### src/rtl/key_ctrl_pkg.sv
// rtl/key_ctrl_pkg.sv - shared state encoding, key roles and width helper for key_step_ctrl
package key_ctrl_pkg;

  typedef enum logic [1:0] {
    S_RST  = 2'd0,
    S_STEP = 2'd1,
    S_RUN  = 2'd2
  } state_t;

  localparam int KEY_RST  = 0;
  localparam int KEY_STEP = 1;
  localparam int KEY_HLT  = 2;
  localparam int KEY_MODE = 3;

  // Bits needed to count 0..value-1; never less than one bit.
  function automatic int clog2(input int value);
    int w;
    w = 1;
    while ((1 << w) < value) w++;
    return w;
  endfunction

endpackage

### src/rtl/key_debounce.sv
// rtl/key_debounce.sv - one push-button: synchroniser, stability counter, level and press pulse
module key_debounce
  import key_ctrl_pkg::*;
#(
  parameter int DEBOUNCE_CYCLES = 500000
) (
  input  logic clk_i,
  input  logic rst_i,
  input  logic key_n_i,
  output logic level_o,
  output logic press_o
);

  localparam int CW = clog2(DEBOUNCE_CYCLES);
  localparam logic [CW-1:0] CNT_MAX = CW'(DEBOUNCE_CYCLES - 1);

  logic          sync1_q, sync2_q;
  logic          level_q, level_d;
  logic          press_q, press_d;
  logic [CW-1:0] cnt_q, cnt_d;

  // The counter measures how long the synced level has disagreed with the accepted level.
  always_comb begin
    cnt_d   = cnt_q;
    level_d = level_q;
    press_d = 1'b0;
    if (sync2_q == level_q) begin
      cnt_d = '0;
    end else if (cnt_q == CNT_MAX) begin
      cnt_d   = '0;
      level_d = sync2_q;
      press_d = sync2_q;
    end else begin
      cnt_d = cnt_q + CW'(1);
    end
  end

  always_ff @(posedge clk_i or posedge rst_i) begin
    if (rst_i) begin
      sync1_q <= 1'b0;
      sync2_q <= 1'b0;
      level_q <= 1'b0;
      press_q <= 1'b0;
      cnt_q   <= '0;
    end else begin
      sync1_q <= ~key_n_i;
      sync2_q <= sync1_q;
      level_q <= level_d;
      press_q <= press_d;
      cnt_q   <= cnt_d;
    end
  end

  assign level_o = level_q;
  assign press_o = press_q;

endmodule

### src/rtl/key_step_ctrl.sv
// rtl/key_step_ctrl.sv - debounced keys driving CPU reset, single-step/free-run clock enable and halt
module key_step_ctrl
  import key_ctrl_pkg::*;
#(
  parameter int NKEYS           = 4,
  parameter int DEBOUNCE_CYCLES = 500000,
  parameter int RST_HOLD        = 16,
  parameter int RUN_DIV         = 5000000
) (
  input  logic             clk,
  input  logic             rst,
  input  logic [NKEYS-1:0] key_n,
  output logic [NKEYS-1:0] key_level,
  output logic [NKEYS-1:0] key_press,
  output logic             cpu_rst,
  output logic             cpu_clk_en,
  output logic             cpu_hlt,
  output logic             run_mode
);

  localparam int HW = clog2(RST_HOLD);
  localparam int PW = clog2(RUN_DIV);
  localparam logic [HW-1:0] HOLD_MAX  = HW'(RST_HOLD - 1);
  localparam logic [PW-1:0] PRESC_MAX = PW'(RUN_DIV - 1);

  for (genvar g = 0; g < NKEYS; g++) begin : g_key
    key_debounce #(
      .DEBOUNCE_CYCLES(DEBOUNCE_CYCLES)
    ) u_debounce (
      .clk_i  (clk),
      .rst_i  (rst),
      .key_n_i(key_n[g]),
      .level_o(key_level[g]),
      .press_o(key_press[g])
    );
  end

  state_t        state_q, state_d;
  logic [HW-1:0] hold_q, hold_d;
  logic [PW-1:0] presc_q, presc_d;
  logic          hlt_q, hlt_d;
  logic          clk_en_q, clk_en_d;
  logic          cpu_rst_q, run_mode_q;
  logic          advance;

  always_comb begin
    state_d = state_q;
    hold_d  = hold_q;
    presc_d = presc_q;
    hlt_d   = hlt_q;
    advance = 1'b0;
    if (key_level[KEY_RST]) begin
      state_d = S_RST;
      hold_d  = '0;
      hlt_d   = 1'b0;
    end else begin
      case (state_q)
        S_RST: begin
          hlt_d = 1'b0;
          if (hold_q == HOLD_MAX) begin
            state_d = S_STEP;
            hold_d  = '0;
          end else begin
            hold_d = hold_q + HW'(1);
          end
        end
        S_STEP: begin
          if (key_press[KEY_HLT]) hlt_d = ~hlt_q;
          advance = key_press[KEY_STEP];
          if (key_press[KEY_MODE]) begin
            state_d = S_RUN;
            presc_d = '0;
          end
        end
        S_RUN: begin
          if (key_press[KEY_HLT]) hlt_d = ~hlt_q;
          if (key_press[KEY_MODE]) begin
            state_d = S_STEP;
            presc_d = '0;
          end else if (!hlt_q) begin
            // Halt freezes the prescaler so the run phase resumes where it stopped.
            if (presc_q == PRESC_MAX) begin
              presc_d = '0;
              advance = 1'b1;
            end else begin
              presc_d = presc_q + PW'(1);
            end
          end
        end
        default: state_d = S_RST;
      endcase
    end
    clk_en_d = advance & ~hlt_d;
  end

  always_ff @(posedge clk or posedge rst) begin
    if (rst) begin
      state_q    <= S_RST;
      hold_q     <= '0;
      presc_q    <= '0;
      hlt_q      <= 1'b0;
      clk_en_q   <= 1'b0;
      cpu_rst_q  <= 1'b1;
      run_mode_q <= 1'b0;
    end else begin
      state_q    <= state_d;
      hold_q     <= hold_d;
      presc_q    <= presc_d;
      hlt_q      <= hlt_d;
      clk_en_q   <= clk_en_d;
      cpu_rst_q  <= (state_d == S_RST);
      run_mode_q <= (state_d == S_RUN);
    end
  end

  assign cpu_rst    = cpu_rst_q;
  assign cpu_clk_en = clk_en_q;
  assign cpu_hlt    = hlt_q;
  assign run_mode   = run_mode_q;

endmodule

### config.mk
export PLATFORM = sky130hd
export DESIGN_NAME = key_step_ctrl
export DESIGN_NICKNAME = d
export VERILOG_FILES = /design/src/rtl/key_ctrl_pkg.sv /design/src/rtl/key_debounce.sv /design/src/rtl/key_step_ctrl.sv
export SDC_FILE = /design/constraint.sdc
export NUM_CORES = 1
export LEC_CHECK = 0
export ABC_AREA = 0
export CORE_MARGIN = 2
export CORE_UTILIZATION = 25
export DETAILED_ROUTE_END_ITERATION = 10
export SYNTH_ARGS = -nofsm -noshare
export SYNTH_HDL_FRONTEND = slang
export SYNTH_HIERARCHICAL = 1
export SYNTH_SLANG_ARGS = --single-unit
export TNS_END_PERCENT = 20
### constraint.sdc
create_clock -name clk -period 1.78 [get_ports clk]
set_input_delay 0.356 -clock clk [delete_from_list [all_inputs] [get_ports clk]]
set_output_delay 0.356 -clock clk [all_outputs]
set_load 0.1 [all_outputs]
==> qor.csv <==
metric,value,unit
fmax,502,MHz
syn_nets,658,
synth.most_common_cell,dfrtp_1,
fin_util,0.341,
drive_gt1_frac,0.281,
dr.max_layer_used,met4,
yosysTopAreaCell,dfrtp_1,
drt-total-wl,14400,um
maxCapViolations,0,
synth_area,0.00653,sq mm
setup_ws,-0.210,ns
design.core.area,0.0258,sq mm
grt_overflow_total,0,
firstDrtPassIters,4,
grt_pass1_wl,24900,um
rr_worst_depth,5,
fin_nets,792,
hp-class,reg -> reg,
slowest_delay,0.54,ns
vdd_drop_max,0.545,mV
cp_cell_sequence,or4_4 -> nor4_4 -> buf_4 -> a21oi_4 -> mux2_2,
setup_viol,23,
critPathLaunchType,flop,
cts_sinks,125,
syn-instance-count,642,
hpwl,10200,um
clock_latency,0.42,ns
num_antenna_cells,0,
synthArstFlopShare,1.00,
violations,negative setup slack,
grt_setup_unrepaired,yes,
yosys-top-cells-count,"124 x dfrtp_1, 102 x nor2_1, 52 x xnor2_1",
die_y,166,um
drc,0,
first_iter_violations,257,
min_period,1.99,ns
hold_violations,0,
path_clk_slew,0.06,ns
critPathKind,reg -> reg,
fillerInstances,2597,
cts_max_path_buffers,2,
start_util,0.253,
p_per_area,761,mW/mm^2
r2r_slack,-0.21,ns
antenna_found_initial,0,
wl_met3,493,um
wl_met1,6680,um
hold_slack,0.348,ns
gp_congestion,0.807,
critical_path.slowest_cell,or4_4,
io_pins,18,
r2r_start,presc_q[17]$_DFFE_PP0P_,
antenna_left,0,
crit_arrival,2.29,ns
crit_path_end,presc_q[0]$_DFFE_PP0P_,
netlist_top_cells_area,"dfrtp_1 48%, xnor2_1 7.0%, nor2_1 5.9%",
period_share,1.12,
cp_data_required_time,2.08,ns
grt_pass1_vias,5120,
critPathMaxFanout,7,
seq_area_frac_synth,0.479,
synth_cell_type_count,57,
cts_buffers,17,
crit_path_start,presc_q[17]$_DFFE_PP0P_,
via_count,5250,
yosysWarnings,6,
io_buffers,17,
worst_slew_pin_slew,0.383,ns
synth-edff-count,0,
ctsHtreeMaxLevel,4,
yosysTopAreaCellShare,0.475,
min_from,g_key[1].u_debounce/sync1_q$_DFF_PP0_,
num_rows,59,
grt_max_degree,34,
finalPower,6710,uW
reg2reg_to,presc_q[0]$_DFFE_PP0P_,
avgViaCountPerCell,4.67,
postCtsHoldBufs,0,
die_w,166,um
avgSynthCellArea,10.2,sq um
die-area,0.0274,sq mm
track_usage,0.114,
maxSlewHeadroom,0.743,
ys.flop_type,dfrtp_1,
route.met2.wl,6950,um
finalClockSkew,0.00952,ns
ys_ff_latch,125,
area_growth,35.2,%
status,finished with violations,
wire_per_inst,12.8,um
end_kind,flop,
p_leak,0.00369,uW
clock_tree.root_cell,clkbuf_16,
slew_viol_final,0,
cts_tree,yes,
-- what timing repair did --
item | CTS | global route
setup buffers | 1 | 4
gates resized for setup | 14 | 15
cloned | 0 | 1
setup endpoints to repair | 25 | 29
pin swaps | 11 | 12
-- cell usage in the layout, fill, tap and decap left out, drive strengths merged, types with 2 or more instances in the layout --
cell	Yosys	layout
nand4b	14	14
dfrtp	124	124
clkbuf	5	19
xnor2	52	52
nor3b	2	2
xor2	9	9
clkinv	0	3
a41oi	2	2
or3	2	2
and3	9	9
ha	10	10
nand4	21	21
bufinv	0	3
nand2b	8	8
mux2	7	7
clkdlybuf4s50	0	5
inv	31	33
a21oi	29	30
nand3	39	39
nor2b	2	2
a31oi	13	13
nor4	25	25
and4	2	2
buf	8	122
or4	10	10
o21bai	5	5
o21ai	26	26
nand4bb	4	4
or2	2	2
mux2i	7	7
clkinvlp	0	5
nand2	36	36
nor4bb	4	4
nor3	20	20
nor2	103	103
-- layer usage --
metal | global-route usage | vias up
li1 | - | 2573
met1 | 0.147 | 2582
met2 | 0.184 | 72
met3 | 0.0282 | 23
met4 | 0.0427 | 0
met5 | 0 | -
-- report_power, final --
| part | switching [uW] | total [uW] | internal (uW) |
|---|---|---|---|
| Clock | 1310 | 3590 | 2280 |
| Sequential | 28.5 | 2900 | 2870 |
| Combinational | 131 | 225 | 94.7 |
-- worst max-delay path: cells and delay by family (launching register included) --
kind | cells | cell delay, ns
DFF | 1 | 0.38
and+or+nand+nor | 2 | 0.91
AOI/OAI and AO/OA | 1 | 0.10
muxes | 1 | 0.27
buffers and inverters | 1 | 0.22
-- layout make-up --
class / count / area (sq um) / area share
clock buffer: 19 / 453 / 0.0513
clock inverter: 13 / 164 / 0.0186
inverter: 31 / 116 / 0.0132
multi-input combinational: 474 / 3360 / 0.381
sequential: 125 / 3140 / 0.356
tap: 335 / 419 / 0.0475
timing repair buffer: 127 / 1170 / 0.132
-- worst min path at each step --
stage | end | slack (ns) | cells past startpoint
floorplan | g_key[0].u_debounce/sync2_q$_DFF_PP0_ | 0.33 | 0
global placement | g_key[2].u_debounce/sync2_q$_DFF_PP0_ | 0.33 | 0
detailed placement | g_key[1].u_debounce/sync2_q$_DFF_PP0_ | 0.34 | 0
CTS | g_key[1].u_debounce/sync2_q$_DFF_PP0_ | 0.35 | 0
global route | g_key[1].u_debounce/sync2_q$_DFF_PP0_ | 0.35 | 0
finish | g_key[1].u_debounce/sync2_q$_DFF_PP0_ | 0.35 | 0
-- logic make-up after synthesis --
group,synth area share
adders and majority gates,0.0192
and+or+nand+nor,0.287
buffers and inverters,0.0303
muxes,0.0228
xor gates and xnor gates,0.0819
DFF,0.479
AOI/OAI and AO/OA,0.0798
-- per-stage QoR --
step / setup TNS, ns / area [sq um] / worst slack (ns) / std cells
global route: -4.63 / 8820 / -0.262 / 1124
detailed placement: -5.22 / 8030 / -0.335 / 1088
finish: -3.16 / 8820 / -0.210 / 1124
CTS: -3.35 / 8740 / -0.238 / 1121
global placement: -4.17 / 8030 / -0.276 / 1088
floorplan: -3.15 / 6580 / -0.210 / 642
-- state kept, by name, summed over array words and instances (netlist names), 2 cells and up --
| name | flops |
|---|---|
| g_key.u_debounce/sync2_q | 4 |
| g_key.u_debounce/level_o | 4 |
| g_key.u_debounce/press_o | 4 |
| g_key.u_debounce/cnt_q | 76 |
| presc_q | 23 |
| state_q | 2 |
| g_key.u_debounce/sync1_q | 4 |
| hold_q | 4 |
(Power assumes the default switching activity.)
